File: config.mk
export PLATFORM = sky130hd
export DESIGN_NAME = vga_controller
export DESIGN_NICKNAME = d
export VERILOG_FILES = /design/src/rtl/vga_pkg.sv /design/src/rtl/vga_timing.sv /design/src/rtl/vga_controller.sv
export SDC_FILE = /design/constraint.sdc
export NUM_CORES = 1
export LEC_CHECK = 0
export BUFFER_PORTS_ARGS = -buffer_cell sky130_fd_sc_hd__clkbuf_2
export CORE_ASPECT_RATIO = 2
export CORE_UTILIZATION = 58
export DETAILED_ROUTE_END_ITERATION = 12
export GPL_TIMING_DRIVEN = 0
export PLACE_DENSITY = 0.82
export SLEW_MARGIN = 10
export SYNTH_ARGS = -nofsm -noshare
export SYNTH_HDL_FRONTEND = slang
export SYNTH_HIERARCHICAL = 1
export SYNTH_SLANG_ARGS = --single-unit
File: constraint.sdc
create_clock -name clk -period 2.8 [get_ports clk]
set_clock_uncertainty 0.15 [all_clocks]
set_input_delay 0.56 -clock clk [delete_from_list [all_inputs] [get_ports clk]]
set_output_delay 0.56 -clock clk [all_outputs]
set_load 0.01 [all_outputs]
File: src/rtl/vga_pkg.sv
// vga_pkg: shared constants and types for the VGA timing controller.
//   - default 640x480 @ 60 Hz horizontal/vertical timing (pixels / lines)
//   - derived totals H_TOTAL / V_TOTAL
//   - counter and prescaler widths
//   - rgb_t colour bundle and a half-open range helper for region decode
package vga_pkg;

   localparam int CNT_W = 10;
   localparam int DIV_W = 4;

   localparam int H_VISIBLE_DEF = 640;
   localparam int H_FRONT_DEF   = 16;
   localparam int H_SYNC_DEF    = 96;
   localparam int H_BACK_DEF    = 48;

   localparam int V_VISIBLE_DEF = 480;
   localparam int V_FRONT_DEF   = 10;
   localparam int V_SYNC_DEF    = 2;
   localparam int V_BACK_DEF    = 33;

   localparam int H_TOTAL = H_VISIBLE_DEF + H_FRONT_DEF + H_SYNC_DEF + H_BACK_DEF;
   localparam int V_TOTAL = V_VISIBLE_DEF + V_FRONT_DEF + V_SYNC_DEF + V_BACK_DEF;

   typedef struct packed {
      logic [3:0] r;
      logic [3:0] g;
      logic [3:0] b;
   } rgb_t;

   // True when lo <= cnt < lo + len (unsigned).
   function automatic logic in_range(input logic [CNT_W-1:0] cnt,
                                     input int lo,
                                     input int len);
      logic [CNT_W-1:0] lo_c;
      logic [CNT_W-1:0] hi_c;
      lo_c = CNT_W'(lo);
      hi_c = CNT_W'(lo + len);
      return (cnt >= lo_c) && (cnt < hi_c);
   endfunction

endpackage

File: src/rtl/vga_timing.sv
// vga_timing: pixel prescaler plus horizontal/vertical scan counters and
// region decode.
// Ports:
//   clk       in   system clock, rising edge
//   aresetn   in   synchronous reset, asserted when 1
//   div_cnt   out  prescaler count, 0..PIX_DIV-1
//   pix_tick  out  one-cycle strobe on the last clk of each pixel
//   h_cnt     out  horizontal pixel counter, 0..H_TOTAL-1
//   v_cnt     out  vertical line counter, 0..V_TOTAL-1
//   visible   out  h_cnt/v_cnt inside the active picture
//   hsync_on  out  h_cnt inside the horizontal sync pulse
//   vsync_on  out  v_cnt inside the vertical sync pulse
module vga_timing
   import vga_pkg::*;
#(
   parameter int PIX_DIV   = 2,
   parameter int H_VISIBLE = H_VISIBLE_DEF,
   parameter int H_FRONT   = H_FRONT_DEF,
   parameter int H_SYNC    = H_SYNC_DEF,
   parameter int H_BACK    = H_BACK_DEF,
   parameter int V_VISIBLE = V_VISIBLE_DEF,
   parameter int V_FRONT   = V_FRONT_DEF,
   parameter int V_SYNC    = V_SYNC_DEF,
   parameter int V_BACK    = V_BACK_DEF
) (
   input  logic             clk,
   input  logic             aresetn,
   output logic [DIV_W-1:0] div_cnt,
   output logic             pix_tick,
   output logic [CNT_W-1:0] h_cnt,
   output logic [CNT_W-1:0] v_cnt,
   output logic             visible,
   output logic             hsync_on,
   output logic             vsync_on
);

   localparam int H_TOT = H_VISIBLE + H_FRONT + H_SYNC + H_BACK;
   localparam int V_TOT = V_VISIBLE + V_FRONT + V_SYNC + V_BACK;

   localparam logic [DIV_W-1:0] DIV_LAST = DIV_W'(PIX_DIV - 1);
   localparam logic [CNT_W-1:0] H_LAST   = CNT_W'(H_TOT - 1);
   localparam logic [CNT_W-1:0] V_LAST   = CNT_W'(V_TOT - 1);
   localparam logic [CNT_W-1:0] H_VIS_C  = CNT_W'(H_VISIBLE);
   localparam logic [CNT_W-1:0] V_VIS_C  = CNT_W'(V_VISIBLE);

   logic [DIV_W-1:0] div_cnt_d, div_cnt_q;
   logic [CNT_W-1:0] h_cnt_d, h_cnt_q;
   logic [CNT_W-1:0] v_cnt_d, v_cnt_q;
   logic             tick;

   always_comb begin
      div_cnt_d = div_cnt_q + 1'b1;
      h_cnt_d   = h_cnt_q;
      v_cnt_d   = v_cnt_q;
      tick      = (div_cnt_q == DIV_LAST);
      if (tick) begin
         div_cnt_d = '0;
         if (h_cnt_q == H_LAST) begin
            h_cnt_d = '0;
            // Line advance happens on the same tick that ends the line.
            v_cnt_d = (v_cnt_q == V_LAST) ? '0 : v_cnt_q + 1'b1;
         end else begin
            h_cnt_d = h_cnt_q + 1'b1;
         end
      end
   end

   always_ff @(posedge clk) begin
      if (aresetn) begin
         div_cnt_q <= '0;
         h_cnt_q   <= '0;
         v_cnt_q   <= '0;
      end else begin
         div_cnt_q <= div_cnt_d;
         h_cnt_q   <= h_cnt_d;
         v_cnt_q   <= v_cnt_d;
      end
   end

   assign div_cnt  = div_cnt_q;
   assign pix_tick = tick;
   assign h_cnt    = h_cnt_q;
   assign v_cnt    = v_cnt_q;
   assign visible  = (h_cnt_q < H_VIS_C) && (v_cnt_q < V_VIS_C);
   assign hsync_on = in_range(h_cnt_q, H_VISIBLE + H_FRONT, H_SYNC);
   assign vsync_on = in_range(v_cnt_q, V_VISIBLE + V_FRONT, V_SYNC);

endmodule

File: src/rtl/vga_controller.sv
// vga_controller: 640x480 @ 60 Hz VGA timing generator with a registered
// RGB444 output stage. Colour is forwarded only in the visible region and
// forced to black elsewhere; sync levels follow SYNC_ACTIVE.
// Ports:
//   clk                  in   system clock, rising edge
//   aresetn              in   synchronous reset, asserted when 1
//   red_in/green_in/blue_in     in   4-bit pixel colour from the source
//   red_out/green_out/blue_out  out  registered colour to the DAC
//   horizontal_sync_out  out  registered HSYNC
//   vertical_sync_out    out  registered VSYNC
module vga_controller
   import vga_pkg::*;
#(
   parameter int   PIX_DIV     = 2,
   parameter int   H_VISIBLE   = H_VISIBLE_DEF,
   parameter int   H_FRONT     = H_FRONT_DEF,
   parameter int   H_SYNC      = H_SYNC_DEF,
   parameter int   H_BACK      = H_BACK_DEF,
   parameter int   V_VISIBLE   = V_VISIBLE_DEF,
   parameter int   V_FRONT     = V_FRONT_DEF,
   parameter int   V_SYNC      = V_SYNC_DEF,
   parameter int   V_BACK      = V_BACK_DEF,
   parameter logic SYNC_ACTIVE = 1'b0
) (
   input  logic       clk,
   input  logic       aresetn,
   input  logic [3:0] red_in,
   input  logic [3:0] green_in,
   input  logic [3:0] blue_in,
   output logic [3:0] red_out,
   output logic [3:0] green_out,
   output logic [3:0] blue_out,
   output logic       horizontal_sync_out,
   output logic       vertical_sync_out
);

   logic [DIV_W-1:0] div_cnt;
   logic             pix_tick;
   logic [CNT_W-1:0] h_cnt;
   logic [CNT_W-1:0] v_cnt;
   logic             visible;
   logic             hsync_on;
   logic             vsync_on;

   vga_timing #(
      .PIX_DIV   (PIX_DIV),
      .H_VISIBLE (H_VISIBLE),
      .H_FRONT   (H_FRONT),
      .H_SYNC    (H_SYNC),
      .H_BACK    (H_BACK),
      .V_VISIBLE (V_VISIBLE),
      .V_FRONT   (V_FRONT),
      .V_SYNC    (V_SYNC),
      .V_BACK    (V_BACK)
   ) u_timing (
      .clk      (clk),
      .aresetn  (aresetn),
      .div_cnt  (div_cnt),
      .pix_tick (pix_tick),
      .h_cnt    (h_cnt),
      .v_cnt    (v_cnt),
      .visible  (visible),
      .hsync_on (hsync_on),
      .vsync_on (vsync_on)
   );

   // Raw counters are only needed for debug taps; only the decoded flags
   // drive the output stage.
   logic unused_timing;
   assign unused_timing = ^{div_cnt, pix_tick, h_cnt, v_cnt};

   rgb_t rgb_d, rgb_q;
   logic hsync_d, hsync_q;
   logic vsync_d, vsync_q;

   always_comb begin
      rgb_d   = '0;
      hsync_d = hsync_on ? SYNC_ACTIVE : ~SYNC_ACTIVE;
      vsync_d = vsync_on ? SYNC_ACTIVE : ~SYNC_ACTIVE;
      if (visible) begin
         rgb_d.r = red_in;
         rgb_d.g = green_in;
         rgb_d.b = blue_in;
      end
   end

   always_ff @(posedge clk) begin
      if (aresetn) begin
         rgb_q   <= '0;
         hsync_q <= ~SYNC_ACTIVE;
         vsync_q <= ~SYNC_ACTIVE;
      end else begin
         rgb_q   <= rgb_d;
         hsync_q <= hsync_d;
         vsync_q <= vsync_d;
      end
   end

   assign red_out             = rgb_q.r;
   assign green_out           = rgb_q.g;
   assign blue_out            = rgb_q.b;
   assign horizontal_sync_out = hsync_q;
   assign vertical_sync_out   = vsync_q;

endmodule

=== Word level (Yosys, flattened, before mapping) ===
Index checks and enable logic that the tools add are counted.

* Word-level logic and storage cells: 31
* Bits in registers: 38
* Input port bits: 14
* Output and inout port bits: 14

* Reduce and logical (&&, ||, !) cells: 6
* Add/subtract/negate cells: 3
* Mux-type cells: 4
* Bitwise operators: 1
* Equality and inequality tests: 3
* $lt $le $gt $ge: 6

{| class="wikitable"
|+ Operator list
! cell !! number
|-
| $add 10x1->10 const B || 2
|-
| $eq 10x10->1 const B || 2
|-
| $lt 10x10->1 const B || 2
|-
| $lt 10x9->1 const B || 2
|-
| $mux 10 || 2
|-
| $ge 10x10->1 const B || 1
|-
| $ge 10x9->1 const B || 1
|-
| $add 4x1->4 const B || 1
|-
| $eq 4x1->1 const B || 1
|-
| $reduce_or 2->1 || 2
|-
| $logic_and 1x1->1 || 3
|-
| $mux 1 || 2
|-
| $reduce_and 2->1 || 1
|-
| $not 1->1 || 1
|}

=== Longest topological paths before layout ===
* Depth in word-level cells: 4
* Gate-level depth with buffers: 7
* Gate-level depth less buffers: 6

=== Hierarchy ===
Netlist, hierarchy kept.

{| class="wikitable"
|+ Modules (own cells, without submodules)
! module !! cells each !! instances !! seq. area each (um^2) !! area an instance (um^2)
|-
| vga_timing || 143 || 1 || 480.5 || 1219.9
|-
| vga_controller || 30 || 1 || 280.3 || 415.4
|}

=== Worst setup path before layout ===
Ideal clock, no wire load.

* Path type: reg-to-reg
* From: register u_timing.div_cnt_q[0], in the netlist u_timing/div_cnt[0]
* To: register u_timing.v_cnt_q[6], in the netlist u_timing/v_cnt[6]
* Buffers on the path: 1
* Cell stages (with the launch flop): 7
* Setup time: 0.070 ns
* Path slack: 1.011 ns
* Clock period less this slack: 1.789 ns
* Arrival time: 1.569 ns
* Required time: 2.580 ns
* Cell sequence: dfxtp_1 -> ha_1 -> nor3b_4 -> nand4_2 -> buf_2 -> or3_1 -> a21oi_1

* Word-level cells in the longest chain between the ends: 2

{| class="wikitable"
|+ Ends and longest elaborated chain
! what !! RTL line !! RTL
|-
| start: declaration || vga_timing.sv:46 || <nowiki>logic [DIV_W-1:0] div_cnt_d, div_cnt_q;</nowiki>
|-
| start signal: assignment || vga_timing.sv:74 || <nowiki>div_cnt_q <= div_cnt_d;</nowiki>
|-
| $eq 4x1->1 || vga_timing.sv:55 || <nowiki>tick = (div_cnt_q == DIV_LAST);</nowiki>
|-
| $reduce_and 2->1 (no source line) || n/a ||
|-
| end signal: assignment || vga_timing.sv:76 || <nowiki>v_cnt_q <= v_cnt_d;</nowiki>
|-
| end: declaration || vga_timing.sv:48 || <nowiki>logic [CNT_W-1:0] v_cnt_d, v_cnt_q;</nowiki>
|}

Every way passes these cells.
A chain may end at the register's enable or synchronous reset.

=== Worst setup path after layout ===
Ends and elaborated chain as after synthesis.

==> metrics.md <==
| Metric | Value |
|---|---|
| Status | finished, final reports clean |
| Reg2Reg Setup Slack | 750 ps |
| Maximum clock path buffer count | 2 |
| Critical Path RT | 2880 ps |
| RR Startpoint | u_timing/div_cnt[0] |
| Routed length per instance | 14.51 um |
| RSZ-0062 raised after global routing | no |
| RD Place Congestion | 0.8782 |
| Fin. max-slew vios | 0 |
| Setup Crit Path Kind | register to register |
| Postcts setup bufs | 0 |
| Global-route usage over all layers | 26.50% |
| Die ar. | 3049 sq um |
| Number of port buffers | 27 |
| Sequential area share after synthesis | 46.52% |
| Fin Setup TNS | 0 ps |
| CP Launch Type | register |
| Multi-input gate area | 805.8 sq um |
| Max-Cap Viols | 0 |
| Mapped Cells | 173 |
| Worst EP arrival | 2130 ps |
| R2r endpoint | u_timing/v_cnt[6] |
| Vias in the first global route | 1338 |
| Crit path cell chain | ha_1 > nor3b_4 > nand4_2 > buf_2 > or3_1 > a21oi_1 |
| DIE HEIGHT | 77.09 um |
| Post-cts resize count | 0 |
| Worst Path Max Fanout | 10 |
| P&R area growth vs syn | 19.13% |
| Largest net degree at the start of global routing | 13 |
| Core area | 2603 sq um |
| Drt via density | 5.729 |
| Crit path to | u_timing/v_cnt[6] |
| Critical Path Max Stage Delay | 390 ps |
| Clk Latency, worst-skew pair | 290 ps |
| # DRC | 0 |
| Clock sinks | 38 |
| Fin util | 74.86% |
| Ant diodes | 0 |
| VDD IR max | 0.6849 mV |
| Mapped Area | 1635 sq um |
| Final Power | 1.236 mW |
| Critical path depth | 6 |
| Row Count | 26 |
| Hold WC Path Type | input port to register |
| Total grt overflow | 0 |
| First-pass GRT wire length | 5713 um |
| Final Hold Fails | 0 |
| FF+latch count, synth | 38 |
| P_leak | 0.8425 nW |
| Endpoints failing setup | 0 |
| Ratio of final minimum period to clock period | 73.36% |
| CTS H-tree depth | 2 |
| Hold Crit Start | red_in[1] |
| Via count | 1352 |
| Commonest non-fill, non-tap cell in the layout | dfxtp_1 |
| CTS buffer count | 5 |
| Number of fill cells | 210 |
| Register area | 760.7 sq um |
| Initial Util | 62.84% |
| ANT nets after route | 0 |
| Slowest cell on crit path | dfxtp_1 |
| Drt total wl | 3424 um |
| FF-to-FF path depth | 6 |
| Antenna violations before repair | 0 |
| Commonest non-fill, non-tap cells in the layout | dfxtp_1, clkbuf_2, nor2_1, nand3_1, and3b_1 |
| Detail Placement HPWL | 2462 um |
| Root Buffer | clkbuf_8 |
| Worst slew margin | 68.72% |
| Fmax achieved | 486.9 MHz |
| Crit path max-delay family | simple AND/OR/NAND/NOR gates |
| CTS tree | yes |
| Layout cells sized above 1 | 20.67% |
| Reg clk slew, reported paths | 70 ps |
| Setup crit end kind | register |
| Minimum clock period | 2054 ps |
| Critical Path Start | u_timing/div_cnt[0] |
| Pwr Density | 634.3 nW/um^2 |
| Num ports | 28 |
| DRT iter0 DRCs | 21 |
| Worst slack at placement | 786.2 ps |
| Syn_nets | 193 |
| Post-Syn Area per Cell | 9.453 sq um |
| Worst Max-Slew Pin Slew | 469.1 ps |
| Die span in x | 39.55 um |
| Fin nets | 227 |
| Synth Warn # | 6 |
| Hold-fix buffers, CTS | 0 |
| Pre-Repair DR Iteration Count | 4 |
| Final worst slack | 746.0 ps |
| Synth cell types | 37 |
| Worst path bufs/invs | 1 |
-- cells by family after synthesis --
family                   synth area share (%)
buffers and inverters                   4.208
XOR/XNOR                                5.356
flip-flops                              46.52
AND/OR/NAND/NOR                         30.83
adder cells (fa/ha/maj)                 4.591
AO/OA/AOI/OAI                           8.493
-- cells in the mapped netlist (all sizes together) --
| master | number | area [sq um] |
|---|---|---|
| dfxtp | 38 | 760.7 |
| nand3 | 13 | 65.06 |
| nor2 | 13 | 48.80 |
| and3b | 12 | 106.4 |
| a21oi | 8 | 40.04 |
| xor2 | 8 | 70.07 |
| inv | 7 | 26.28 |
| or3 | 7 | 43.79 |
| ha | 6 | 75.07 |
| nand4 | 6 | 43.79 |
| nor3 | 6 | 30.03 |
| o21ai | 6 | 30.03 |
| nand2 | 5 | 18.77 |
| and2 | 4 | 25.02 |
| and3 | 4 | 25.02 |
| buf | 4 | 26.27 |
| clkbuf | 4 | 16.26 |
| nand2b | 3 | 18.77 |
| a31oi | 2 | 12.51 |
| and4 | 2 | 17.52 |
| o31ai | 2 | 15.01 |
| xnor2 | 2 | 17.52 |
| a22oi | 1 | 7.510 |
| a311oi | 1 | 8.760 |
| a41o | 1 | 10.01 |
| and4b | 1 | 10.01 |
| nor3b | 1 | 18.77 |
| nor4 | 1 | 6.260 |
| nor4b | 1 | 8.760 |
| nor4bb | 1 | 10.01 |
| o211ai | 1 | 7.510 |
| o21a | 1 | 7.510 |
| or4 | 1 | 7.510 |
-- state kept, by name, indices dropped and copies added (netlist names) --
signal               flops
vertical_sync_out        1
u_timing/v_cnt          10
red_out                  4
u_timing/h_cnt          10
blue_out                 4
green_out                4
u_timing/div_cnt         4
horizontal_sync_out      1
-- stage by stage --
step           hold slack, ps  area (sq um)  instances
2_1_floorplan           312.3          1635        173
3_3_place_gp            325.0          1805        228
3_5_place_dp            350.2          1805        228
4_1_cts                 350.2          1948        236
5_1_grt                 363.0          1948        236
6_report                355.1          1948        236
-- where the power goes --
group	internal, mW	total (mW)	switching [mW]
Sequential	0.560	0.573	0.0133
Combinational	0.0430	0.0915	0.0485
Clock	0.380	0.571	0.191
-- routing by layer --
layer,part of all wire [%],track usage [%],up-vias
li1,-,-,682
met1,37,25.74,620
met2,56,47.54,43
met3,4.2,6.069,7
met4,2.3,12.07,0
met5,0,0,-
-- cell type report --
| type | instances | share of cell area (%) |
|---|---|---|
| clock inverter | 2 | 3.083 |
| timing repair buffer | 27 | 6.936 |
| sequential | 38 | 39.05 |
| buffer | 8 | 2.184 |
| inverter | 7 | 1.349 |
| tap | 28 | 1.798 |
| multi-input combinational | 120 | 41.36 |
| clock buffer | 6 | 4.239 |
-- worst min path at each step --
stage / end / slack, ps / cells after the start
2_1_floorplan: u_timing/div_cnt[0] / 310 / 1
3_3_place_gp: u_timing/div_cnt[0] / 320 / 1
3_5_place_dp: u_timing/v_cnt[7] / 350 / 2
4_1_cts: blue_out[2] / 350 / 2
5_1_grt: blue_out[2] / 360 / 2
6_report: red_out[1] / 360 / 2
Power figures use the tool's default switching activity.
